--- src/rtl/mdio_responder.sv ---
// mdio_responder: Clause-22 MDIO slave (PHY side) running in the sys0_clk domain.
//
// MDC and MDIO are oversampled through 2-flop synchronizers. Bits are sampled
// on synchronized MDC rising edges. The pad is driven only on falling edges.
// The responder holds eight 16-bit registers, and the local host can also
// write them.
//
// Ports
//   sys0_clk, sys0_rstn     : system clock, async active-low reset
//   mdio_mdc, mdd_i         : management clock and MDIO pad input (async)
//   mdd_o, mdd_oe           : MDIO pad output value / output enable
//   host_we/addr/wdata      : local register write port
//   wr_strobe/addr/data     : pulse + payload for each accepted MDIO write
//   frame_ok, frame_err     : one-cycle frame completion / error pulses
//   busy                    : FSM is not idle
module mdio_responder #(
    parameter logic [4:0]  PHY_ADDR = 5'd1,
    parameter int unsigned TIMEOUT  = 1024
) (
    input  logic        sys0_clk,
    input  logic        sys0_rstn,
    input  logic        mdio_mdc,
    input  logic        mdd_i,
    output logic        mdd_o,
    output logic        mdd_oe,
    input  logic        host_we,
    input  logic [2:0]  host_addr,
    input  logic [15:0] host_wdata,
    output logic        wr_strobe,
    output logic [4:0]  wr_addr,
    output logic [15:0] wr_data,
    output logic        frame_ok,
    output logic        frame_err,
    output logic        busy
);

    typedef enum logic [2:0] {
        IDLE, ST, OP, ADDR, TA, DATA, SKIP
    } state_t;

    localparam int unsigned TW       = $clog2(TIMEOUT + 1);
    localparam logic [TW-1:0] TMO_LAST = TW'(TIMEOUT - 1);

    logic          mdc_m, mdc_s, mdc_d;
    logic          mdd_m, mdd_s;
    logic          rise, fall;
    state_t        state;
    logic [5:0]    pre_cnt;
    logic [5:0]    bit_cnt;
    logic [5:0]    bit_nxt;
    logic [1:0]    op;
    logic          op_wr;
    logic [3:0]    addr_sr;
    logic [4:0]    addr_nxt;
    logic [4:0]    regad;
    logic [14:0]   data_sr;
    logic [15:0]   data_nxt;
    logic [15:0]   rd_sr;
    logic          rd_active;
    logic [TW-1:0] tmo_cnt;
    logic [15:0]   regs [8];

    assign rise     = mdc_s & ~mdc_d;
    assign fall     = ~mdc_s & mdc_d;
    assign bit_nxt  = bit_cnt + 6'd1;
    assign op_wr    = (op == 2'b01);
    // The last five sampled address bits. They form PHYAD at r9 and REGAD at r14.
    assign addr_nxt = {addr_sr, mdd_s};
    assign data_nxt = {data_sr, mdd_s};
    assign busy     = (state != IDLE);

    always_ff @(posedge sys0_clk or negedge sys0_rstn) begin
        if (!sys0_rstn) begin
            mdc_m     <= 1'b0;
            mdc_s     <= 1'b0;
            mdc_d     <= 1'b0;
            mdd_m     <= 1'b0;
            mdd_s     <= 1'b0;
            state     <= IDLE;
            pre_cnt   <= '0;
            bit_cnt   <= '0;
            op        <= '0;
            addr_sr   <= '0;
            regad     <= '0;
            data_sr   <= '0;
            rd_sr     <= '0;
            rd_active <= 1'b0;
            tmo_cnt   <= '0;
            mdd_o     <= 1'b1;
            mdd_oe    <= 1'b0;
            wr_strobe <= 1'b0;
            wr_addr   <= '0;
            wr_data   <= '0;
            frame_ok  <= 1'b0;
            frame_err <= 1'b0;
            for (int unsigned i = 0; i < 8; i++) regs[i] <= '0;
        end else begin
            mdc_m <= mdio_mdc;
            mdc_s <= mdc_m;
            mdc_d <= mdc_s;
            mdd_m <= mdd_i;
            mdd_s <= mdd_m;

            wr_strobe <= 1'b0;
            frame_ok  <= 1'b0;
            frame_err <= 1'b0;

            if (host_we) regs[host_addr] <= host_wdata;

            // Read turnaround and data are driven on falling MDC edges.
            if (fall && rd_active) begin
                if (bit_cnt == 6'd15) begin
                    mdd_oe <= 1'b1;
                    mdd_o  <= 1'b0;
                end else if (bit_cnt >= 6'd16 && bit_cnt <= 6'd31) begin
                    mdd_o <= rd_sr[15];
                    rd_sr <= {rd_sr[14:0], 1'b0};
                end else if (bit_cnt == 6'd32) begin
                    mdd_oe    <= 1'b0;
                    mdd_o     <= 1'b1;
                    rd_active <= 1'b0;
                end
            end

            if (rise) begin
                tmo_cnt <= '0;
                case (state)
                    IDLE: begin
                        if (mdd_s) begin
                            if (pre_cnt != 6'd32) pre_cnt <= pre_cnt + 6'd1;
                        end else begin
                            if (pre_cnt == 6'd32) begin
                                state   <= ST;
                                bit_cnt <= 6'd1;
                            end
                            pre_cnt <= '0;
                        end
                    end
                    ST: begin
                        bit_cnt <= bit_nxt;
                        if (mdd_s) begin
                            state <= OP;
                        end else begin
                            frame_err <= 1'b1;
                            state     <= IDLE;
                        end
                    end
                    OP: begin
                        bit_cnt <= bit_nxt;
                        if (bit_cnt == 6'd2) begin
                            op[1] <= mdd_s;
                        end else begin
                            op[0] <= mdd_s;
                            if (op[1] == mdd_s) begin
                                frame_err <= 1'b1;
                                state     <= IDLE;
                            end else begin
                                state <= ADDR;
                            end
                        end
                    end
                    ADDR: begin
                        bit_cnt <= bit_nxt;
                        addr_sr <= addr_nxt[3:0];
                        if (bit_nxt == 6'd9 && addr_nxt != PHY_ADDR) begin
                            state <= SKIP;
                        end else if (bit_nxt == 6'd14) begin
                            regad     <= addr_nxt;
                            // Read data is captured here so later host writes cannot tear the frame.
                            rd_sr     <= (addr_nxt[4:3] == 2'b00) ? regs[addr_nxt[2:0]] : 16'hFFFF;
                            rd_active <= ~op_wr;
                            state     <= TA;
                        end
                    end
                    TA: begin
                        bit_cnt <= bit_nxt;
                        // Write TA must be 1 then 0. Read TA is ignored because we drive it ourselves.
                        if (op_wr && (mdd_s != (bit_nxt == 6'd15))) begin
                            frame_err <= 1'b1;
                            state     <= SKIP;
                        end else if (bit_nxt == 6'd16) begin
                            state <= DATA;
                        end
                    end
                    DATA: begin
                        bit_cnt <= bit_nxt;
                        data_sr <= data_nxt[14:0];
                        if (bit_nxt == 6'd32) begin
                            state    <= IDLE;
                            pre_cnt  <= '0;
                            frame_ok <= 1'b1;
                            if (op_wr) begin
                                if (regad[4:3] == 2'b00) regs[regad[2:0]] <= data_nxt;
                                wr_strobe <= 1'b1;
                                wr_addr   <= regad;
                                wr_data   <= data_nxt;
                            end
                        end
                    end
                    SKIP: begin
                        bit_cnt <= bit_nxt;
                        if (bit_nxt == 6'd32) begin
                            state   <= IDLE;
                            pre_cnt <= '0;
                        end
                    end
                    default: state <= IDLE;
                endcase
            end else if (state != IDLE) begin
                if (tmo_cnt == TMO_LAST) begin
                    tmo_cnt   <= '0;
                    state     <= IDLE;
                    pre_cnt   <= '0;
                    frame_err <= 1'b1;
                    rd_active <= 1'b0;
                    mdd_oe    <= 1'b0;
                    mdd_o     <= 1'b1;
                end else begin
                    tmo_cnt <= tmo_cnt + 1'b1;
                end
            end else begin
                tmo_cnt <= '0;
            end
        end
    end

endmodule

--- config.mk ---
export PLATFORM = sky130hd
export DESIGN_NAME = mdio_responder
export DESIGN_NICKNAME = d
export VERILOG_FILES = /design/src/rtl/mdio_responder.sv
export SDC_FILE = /design/constraint.sdc
export NUM_CORES = 1
export LEC_CHECK = 0
export BUFFER_PORTS_ARGS = -buffer_cell sky130_fd_sc_hd__clkbuf_2
export CAP_MARGIN = 20
export CORE_UTILIZATION = 50
export CTS_CLUSTER_DIAMETER = 30
export DETAILED_ROUTE_END_ITERATION = 6
export PLACE_DENSITY_LB_ADDON = 0.08
export SYNTH_ARGS = -nofsm -noshare
export SYNTH_HDL_FRONTEND = slang
export SYNTH_SLANG_ARGS = --single-unit
--- constraint.sdc ---
create_clock -name sys0_clk -period 3 [get_ports sys0_clk]
set_clock_uncertainty 0.2 [all_clocks]
set_input_delay 0.75 -clock sys0_clk [delete_from_list [all_inputs] [get_ports sys0_clk]]
set_output_delay 0.75 -clock sys0_clk [all_outputs]
set_load 0.01 [all_outputs]
==> key figures, run 1 <==
Clock network
  • H-tree levels: 2
  • Post-CTS Setup Bufs: 0
  • Worst-path clk slew: 40 ps
  • Skew-Pair Late Insertion Delay: 540 ps
  • TritonCTS Buffers: 51
  • CTS tree: done
  • CTS sink count: 228
  • Longest Clk Path Bufs: 3
  • Root buf cell: clkbuf_16

Yosys
  • Synth Cell Area: 12000 um^2
  • Ys async rst share: 100%
  • Top_reg_cell synth: dfrtp_1
  • Distinct cells, synth: 60
  • Share of the yosys chip area belonging to registers: 47.5%
  • Synth Instances: 1101
  • Syn Nets: 1138
  • Yosys top cell by area: dfrtp_1
  • Synthesis Warnings: 0
  • Mean Syn Cell Area: 10.9 um^2
  • Top cell type's share of synthesized area: 47.3%
  • Post-synth EDFFs: 0
  • Yosys reg bits: 228
  • Top cells by area, synth: dfrtp_1 (47%), mux2i_1 (12%), mux4_2 (6.0%), mux2_2 (5.3%), a21oi_1 (5.3%)

Worst setup path
  • WP data required: 2050 ps
  • Kind of critical path: flip-flop to primary output
  • FF-to-FF setup slack: 220 ps
  • CP Launch Type: flip-flop
  • WP data arrival: 1870 ps
  • CP Max Fanout: 6
  • R2r startpoint: bit_cnt[1]
  • Crit. End Element: primary output
  • R2R depth: 8
  • Critical R2R Capture: regs[11]

Timing
  • RSZ-0062 raised after global routing: false
  • Final setup violating endpoints: 0
  • Final Slew Violations: 0
  • Worst Hold Slack: 130 ps
  • Actual slew at the worst max-slew pin: 722 ps
  • Setup TNS: 0 ps
  • Slew headroom: 51.8%
  • Final hold vios: 0
  • Final period util: 93.9%
  • Min cycle time layout: 2820 ps
  • Max Freq: 355 MHz

Detailed routing
  • Total number of vias: 8306
  • Drt total wl: 29.3 mm
  • First drt pass iteration count: 4
  • Routed Antenna Nets: 0
  • Routed vias/inst: 5.53
  • Initial DRC count: 476
  • DR WL/cell: 19.5 um
  • Remaining DRCs: 0

Floorplan
  • Die Y: 157 um
  • I/O pins: 51
  • Site Rows: 56
  • DIE WIDTH: 157 um
  • Die area: 24600 um^2
  • Initial core utilization: 51.0%
  • Placeable Area: 23500 um^2

Global routing
  • Initial antenna violation count: 0
  • Total track usage: 25.4%
  • Largest net degree at the start of global routing: 70
  • First-pass GRT wire length: 47.5 mm
  • GR Overflow Total: 0
  • Vias in the first global route: 8400

Final layout
  • Final Net Count: 1179
  • Final core occ: 60.5%
  • Seq. cell area: 5710 um^2
  • Synth-to-layout area growth: 18.7%
  • Share of layout cells above drive strength 1: 24.9%
  • Commonest non-fill, non-tap cell in the layout: dfrtp_1
  • Multi-input logic area: 5760 um^2
  • ANT cells: 0
  • Fillcell total: 1996
  • Most frequent cells in the layout: dfrtp_1 (223), nor2_1 (167), mux2i_1 (148)

Hold path
  • Worst hold path depth: 1
  • Hold Path Sink: mdd_m
  • HP Class: primary input to flip-flop
  • Startpoint of the worst hold path: mdd_i

Placement
  • Global placement routability congestion: 0.827
  • DP Wirelength: 17.6 mm
  • Port-buffer cells: 50

Power and ir drop
  • Leakage: 0.00682 uW
  • Worst VDD drop: 0.464 mV
  • Pwr/cell area: 729 nW/um^2

Run status
  • Outcome: finished, final reports clean

Run
  • Number of max-cap violations: 0
[flip-flops by register name, indices dropped and copies added (netlist names), 2 cells and up]
signal / cells
rd_sr: 16
data_sr: 15
regad: 5
regs: 128
state: 3
tmo_cnt: 11
wr_addr: 5
bit_cnt: 6
op: 2
pre_cnt: 6
addr_sr: 4
wr_data: 16
[report_power, final]
group | switching (uW) | total (uW) | internal, uW | leakage, uW
combinational | 571 | 1170 | 602 | 0.00316
sequential | 241 | 3740 | 3500 | 0.00282
clock | 1640 | 5470 | 3840 | 0.000843
total | 2450 | 10400 | 7940 | 0.00682
[stage by stage]
step	worst slack, ps	area, um^2	cells	total power, uW
after floorplan	427	12000	1101	4590
after global routing	11.7	14200	1501	10800
final	182	14200	1501	10400
after detailed placement	109	12500	1407	4950
after global placement	173	12500	1407	4910
after CTS	68.3	14200	1501	10500
[worst max-delay path, cell delays in order, from the launching register on]
cell	delay [ps]
dfrtp_1	400
inv_1	110
ha_1	170
nor2b_1	400
inv_1	120
clkbuf_2	150
[per-layer routing]
metal	track usage, %	up-vias	share of wire [%]
met5	0	-	0
li1	-	4021	-
met2	40.8	136	47
met1	35.8	4106	48
met3	3.80	43	3.5
met4	7.10	0	1.7
[logic make-up (layout without fill, tap and decap cells)]
family | Yosys count | in the layout | synth area share, %
and+or+nand+nor | 294 | 294 | 12.3
muxes | 237 | 237 | 23.7
DFF | 228 | 228 | 47.5
AOI/OAI and AO/OA | 204 | 204 | 9.52
buffers and inverters | 114 | 195 | 4.81
adders and majority gates | 13 | 13 | 1.35
xor gates and xnor gates | 11 | 11 | 0.802
[worst max path at each step]
stage,to,cells past startpoint,slack (ps),startpoint
after floorplan,regs[72],6,430,host_addr[2]
after global placement,regs[8],8,170,bit_cnt[1]
after detailed placement,regs[11],8,110,bit_cnt[1]
after CTS,regs[11],8,70,bit_cnt[1]
after global routing,busy,5,10,state[0]
final,busy,5,180,state[0]
[what timing repair did]
action / 4_1_cts / 5_1_grt
endpoints found under the setup margin: 0 / 68
hold endpoints to repair: 18 / 0
hold buffers: 1 / 0
gates resized for setup: 0 / 3
[Yosys cell counts (6+ instances only)]
master / count
a21oi_1: 126
a21oi_2: 10
a31oi_1: 17
and3_1: 6
buf_1: 22
buf_2: 15
buf_6: 17
clkbuf_1: 46
dfrtp_1: 227
ha_1: 13
inv_1: 13
mux2_2: 57
mux2i_1: 148
mux4_2: 32
nand2_1: 35
nand2b_1: 8
nand3_1: 14
nand4_1: 6
nor2_1: 167
nor2b_1: 6
nor3_1: 7
o21ai_0: 30
xor2_1: 9
[cell type report]
class                      count  area share (%)
multi-input combinational    759            40.4
sequential                   228            40.1
inverter                      13           0.342
clock inverter                15            1.42
tap                          319            2.80
clock buffer                  78            10.6
timing repair buffer          89            4.34
(Power assumes the default switching activity.)
==> run 2, diff against run 1 <==
- CELL_PAD_IN_SITES_DETAIL_PLACEMENT: unset -> 1
- CELL_PAD_IN_SITES_GLOBAL_PLACEMENT: unset -> 2
- CORE_UTILIZATION: 50 -> 42
==> run 2 against run 1 <==
Compared with the run above: critical path depth is 4 higher; critical endpoint is now regs[2]; first-iteration DRC count is 11% higher; utilization is 7.6 points lower; clock-buffer cell count is 5 lower; register-to-register slack worse by 40 ps; final area is 3.7% higher; non-clock buffer count is 3 higher; via count is 5.4% higher; flip-flop and latch count stayed put; worst hold slack worse by 25 ps; sequential share of layout area is 1.4 points lower; setup slack better by 1.3 ps.
==> key figures, run 2 (synthesized netlist as in run 1, its figures left out) <==
Run status
  • Outcome: finished, final reports clean (unchanged)

Global routing
  • GR Overflow Total: 0 (unchanged)
  • First-pass GRT wire length: 54.6 mm (was 47.5 mm)
  • Largest net degree at the start of global routing: 63 (was 70)
  • Vias in the first global route: 9519 (was 8400)
  • Initial antenna violation count: 1 (was 0)
  • Total track usage: 24.5% (was 25.4%)

Clock network
  • TritonCTS Buffers: 58 (was 51)
  • CTS tree: done (unchanged)
  • Worst-path clk slew: 50 ps (was 40 ps)
  • H-tree levels: 2 (unchanged)
  • Longest Clk Path Bufs: 3 (unchanged)
  • Root buf cell: clkbuf_16 (unchanged)
  • CTS sink count: 228 (unchanged)
  • Post-CTS Setup Bufs: 0 (unchanged)
  • Skew-Pair Late Insertion Delay: 560 ps (was 540 ps)

Worst setup path
  • Buf/Inv on CP: 2 (was 3)
  • WP data required: 3210 ps (was 2050 ps)
  • Slowest CP cell: dfrtp_1 (unchanged)
  • Crit-path cells: ha_2 -> nand2_1 -> a211o_1 -> nor4_4 -> clkbuf_16 -> nand3_4 -> buf_4 -> nor2_1 -> a21oi_1 (was inv_1 -> ha_1 -> nor2b_1 -> inv_1 -> clkbuf_2)
  • WP data arrival: 3020 ps (was 1870 ps)
  • CP Launch Type: flip-flop (unchanged)
  • Delay-heaviest family, CP: simple AND/OR/NAND/NOR gates (was flip-flops)
  • CP max stage delay: 490 ps (was 400 ps)
  • Crit. End Element: flip-flop (was primary output)
  • CP Max Fanout: 32 (was 6)
  • Kind of critical path: flip-flop to flip-flop (was flip-flop to primary output)

Detailed routing
  • Routed Antenna Nets: 0 (unchanged)
  • Initial DRC count: 526 (was 476)
  • First drt pass iteration count: 4 (unchanged)
  • Drt total wl: 34.5 mm (was 29.3 mm)
  • Total number of vias: 8758 (was 8306)
  • Routed vias/inst: 5.55 (was 5.53)
  • DR WL/cell: 21.8 um (was 19.5 um)
  • Remaining DRCs: 0 (unchanged)

Timing
  • Setup TNS: 0 ps (unchanged)
  • Actual slew at the worst max-slew pin: 895 ps (was 722 ps)
  • Slew headroom: 40.2% (was 51.8%)
  • Final hold vios: 0 (unchanged)
  • Final setup violating endpoints: 0 (unchanged)
  • Max Freq: 355 MHz (about the same)
  • Final Slew Violations: 0 (unchanged)
  • Final period util: 93.9% (about the same)
  • RSZ-0062 raised after global routing: false (unchanged)
  • Min cycle time layout: 2820 ps (about the same)

Final layout
  • Final Net Count: 1190 (was 1179)
  • Fillcell total: 2967 (was 1996)
  • Multi-input logic area: 5780 um^2 (was 5760 um^2)
  • Non-Filler Instances: 1578 (was 1501)
  • Biggest registers after layout: regs (128), rd_sr (16), wr_data (16) (unchanged)
  • Seq. cell area: 5710 um^2 (about the same)
  • Final core occ: 52.9% (was 60.5%)
  • Commonest non-fill, non-tap cell in the layout: dfrtp_1 (unchanged)
  • ANT cells: 0 (unchanged)
  • Reg with most FFs: regs (unchanged)
  • Share of layout cells above drive strength 1: 27.2% (was 24.9%)
  • Max reg flops: 128 (unchanged)
  • Most frequent cells in the layout: dfrtp_1 (224), nor2_1 (167), mux2i_1 (148) (was dfrtp_1 (223), nor2_1 (167), mux2i_1 (148))
  • Synth-to-layout area growth: 23.0% (was 18.7%)

Run
  • Number of max-cap violations: 0 (unchanged)

Hold path
  • HP Class: primary input to flip-flop (unchanged)

Floorplan
  • DIE WIDTH: 171 um (was 157 um)
  • Initial core utilization: 43.0% (was 51.0%)
  • I/O pins: 51 (unchanged)
  • Die area: 29300 um^2 (was 24600 um^2)
  • Die Y: 171 um (was 157 um)
  • Site Rows: 61 (was 56)
  • Placeable Area: 27900 um^2 (was 23500 um^2)

Power and ir drop
  • Pwr/cell area: 772 nW/um^2 (was 729 nW/um^2)
  • Leakage: 0.00700 uW (was 0.00682 uW)
  • Worst VDD drop: 0.493 mV (was 0.464 mV)

Placement
  • DP Wirelength: 20.1 mm (was 17.6 mm)
  • Global placement routability congestion: 0.755 (was 0.827)
  • Port-buffer cells: 50 (unchanged)
  • Cells after DPL: 1468 (was 1407)
==> run 2: final timing paths <==
kind	slack [ps]	cells after the start	from	end
worst min-delay path	100	1	mdio_mdc	mdc_m
max in group asynchronous	1230	3	sys0_rstn	regs[66]
min in group asynchronous	540	2	sys0_rstn	regs[42]
worst max-delay path	180	9	bit_cnt[0]	regs[2]
worst max register to register	180	9	bit_cnt[0]	regs[2]
worst min register to register	140	0	mdd_m	mdd_s
==> run 2: per-layer routing <==
layer / routed length (um) / GRT usage [%] / part of all wire (%)
met3: 1350 / 3.86 / 3.9
met2: 16400 / 39.9 / 48
met1: 16000 / 33.5 / 46
met5: 13 / 0 / 0.038
met4: 723 / 7.49 / 2.1
==> run 2: area by class of cell <==
type	count	area share [%]
Clock buffer	73	11.3
Clock inverter	34	2.64
Tap cell	378	3.20
Inverter	13	0.330
Sequential cell	228	38.7
Multi-Input combinational cell	760	39.1
Timing Repair Buffer	92	4.74
==> run 2: timing repair <==
item                                   CTS  global route
hold buffers                             1             0
setup endpoints to repair                0            81
endpoints found under the hold margin   56             0
resized for setup                        0             6
==> run 2: stage by stage <==
| stage | hold slack [ps] | total power [uW] | setup slack (ps) | cell area (um^2) |
|---|---|---|---|---|
| after floorplan | 131 | 4590 | 427 | 12000 |
| after global placement | 132 | 4940 | 152 | 12700 |
| after detailed placement | 136 | 4990 | 66.8 | 12700 |
| after CTS | 85.9 | 11500 | 50.5 | 14700 |
| after global routing | 86.3 | 11800 | 28.2 | 14800 |
| final | 104 | 11400 | 184 | 14800 |
==> run 2: power by group <==
part	total, uW	internal [uW]	switching [uW]	leakage, uW
clock network	6440	4500	1940	0.000987
registers	3750	3500	255	0.00282
logic	1200	607	597	0.00320
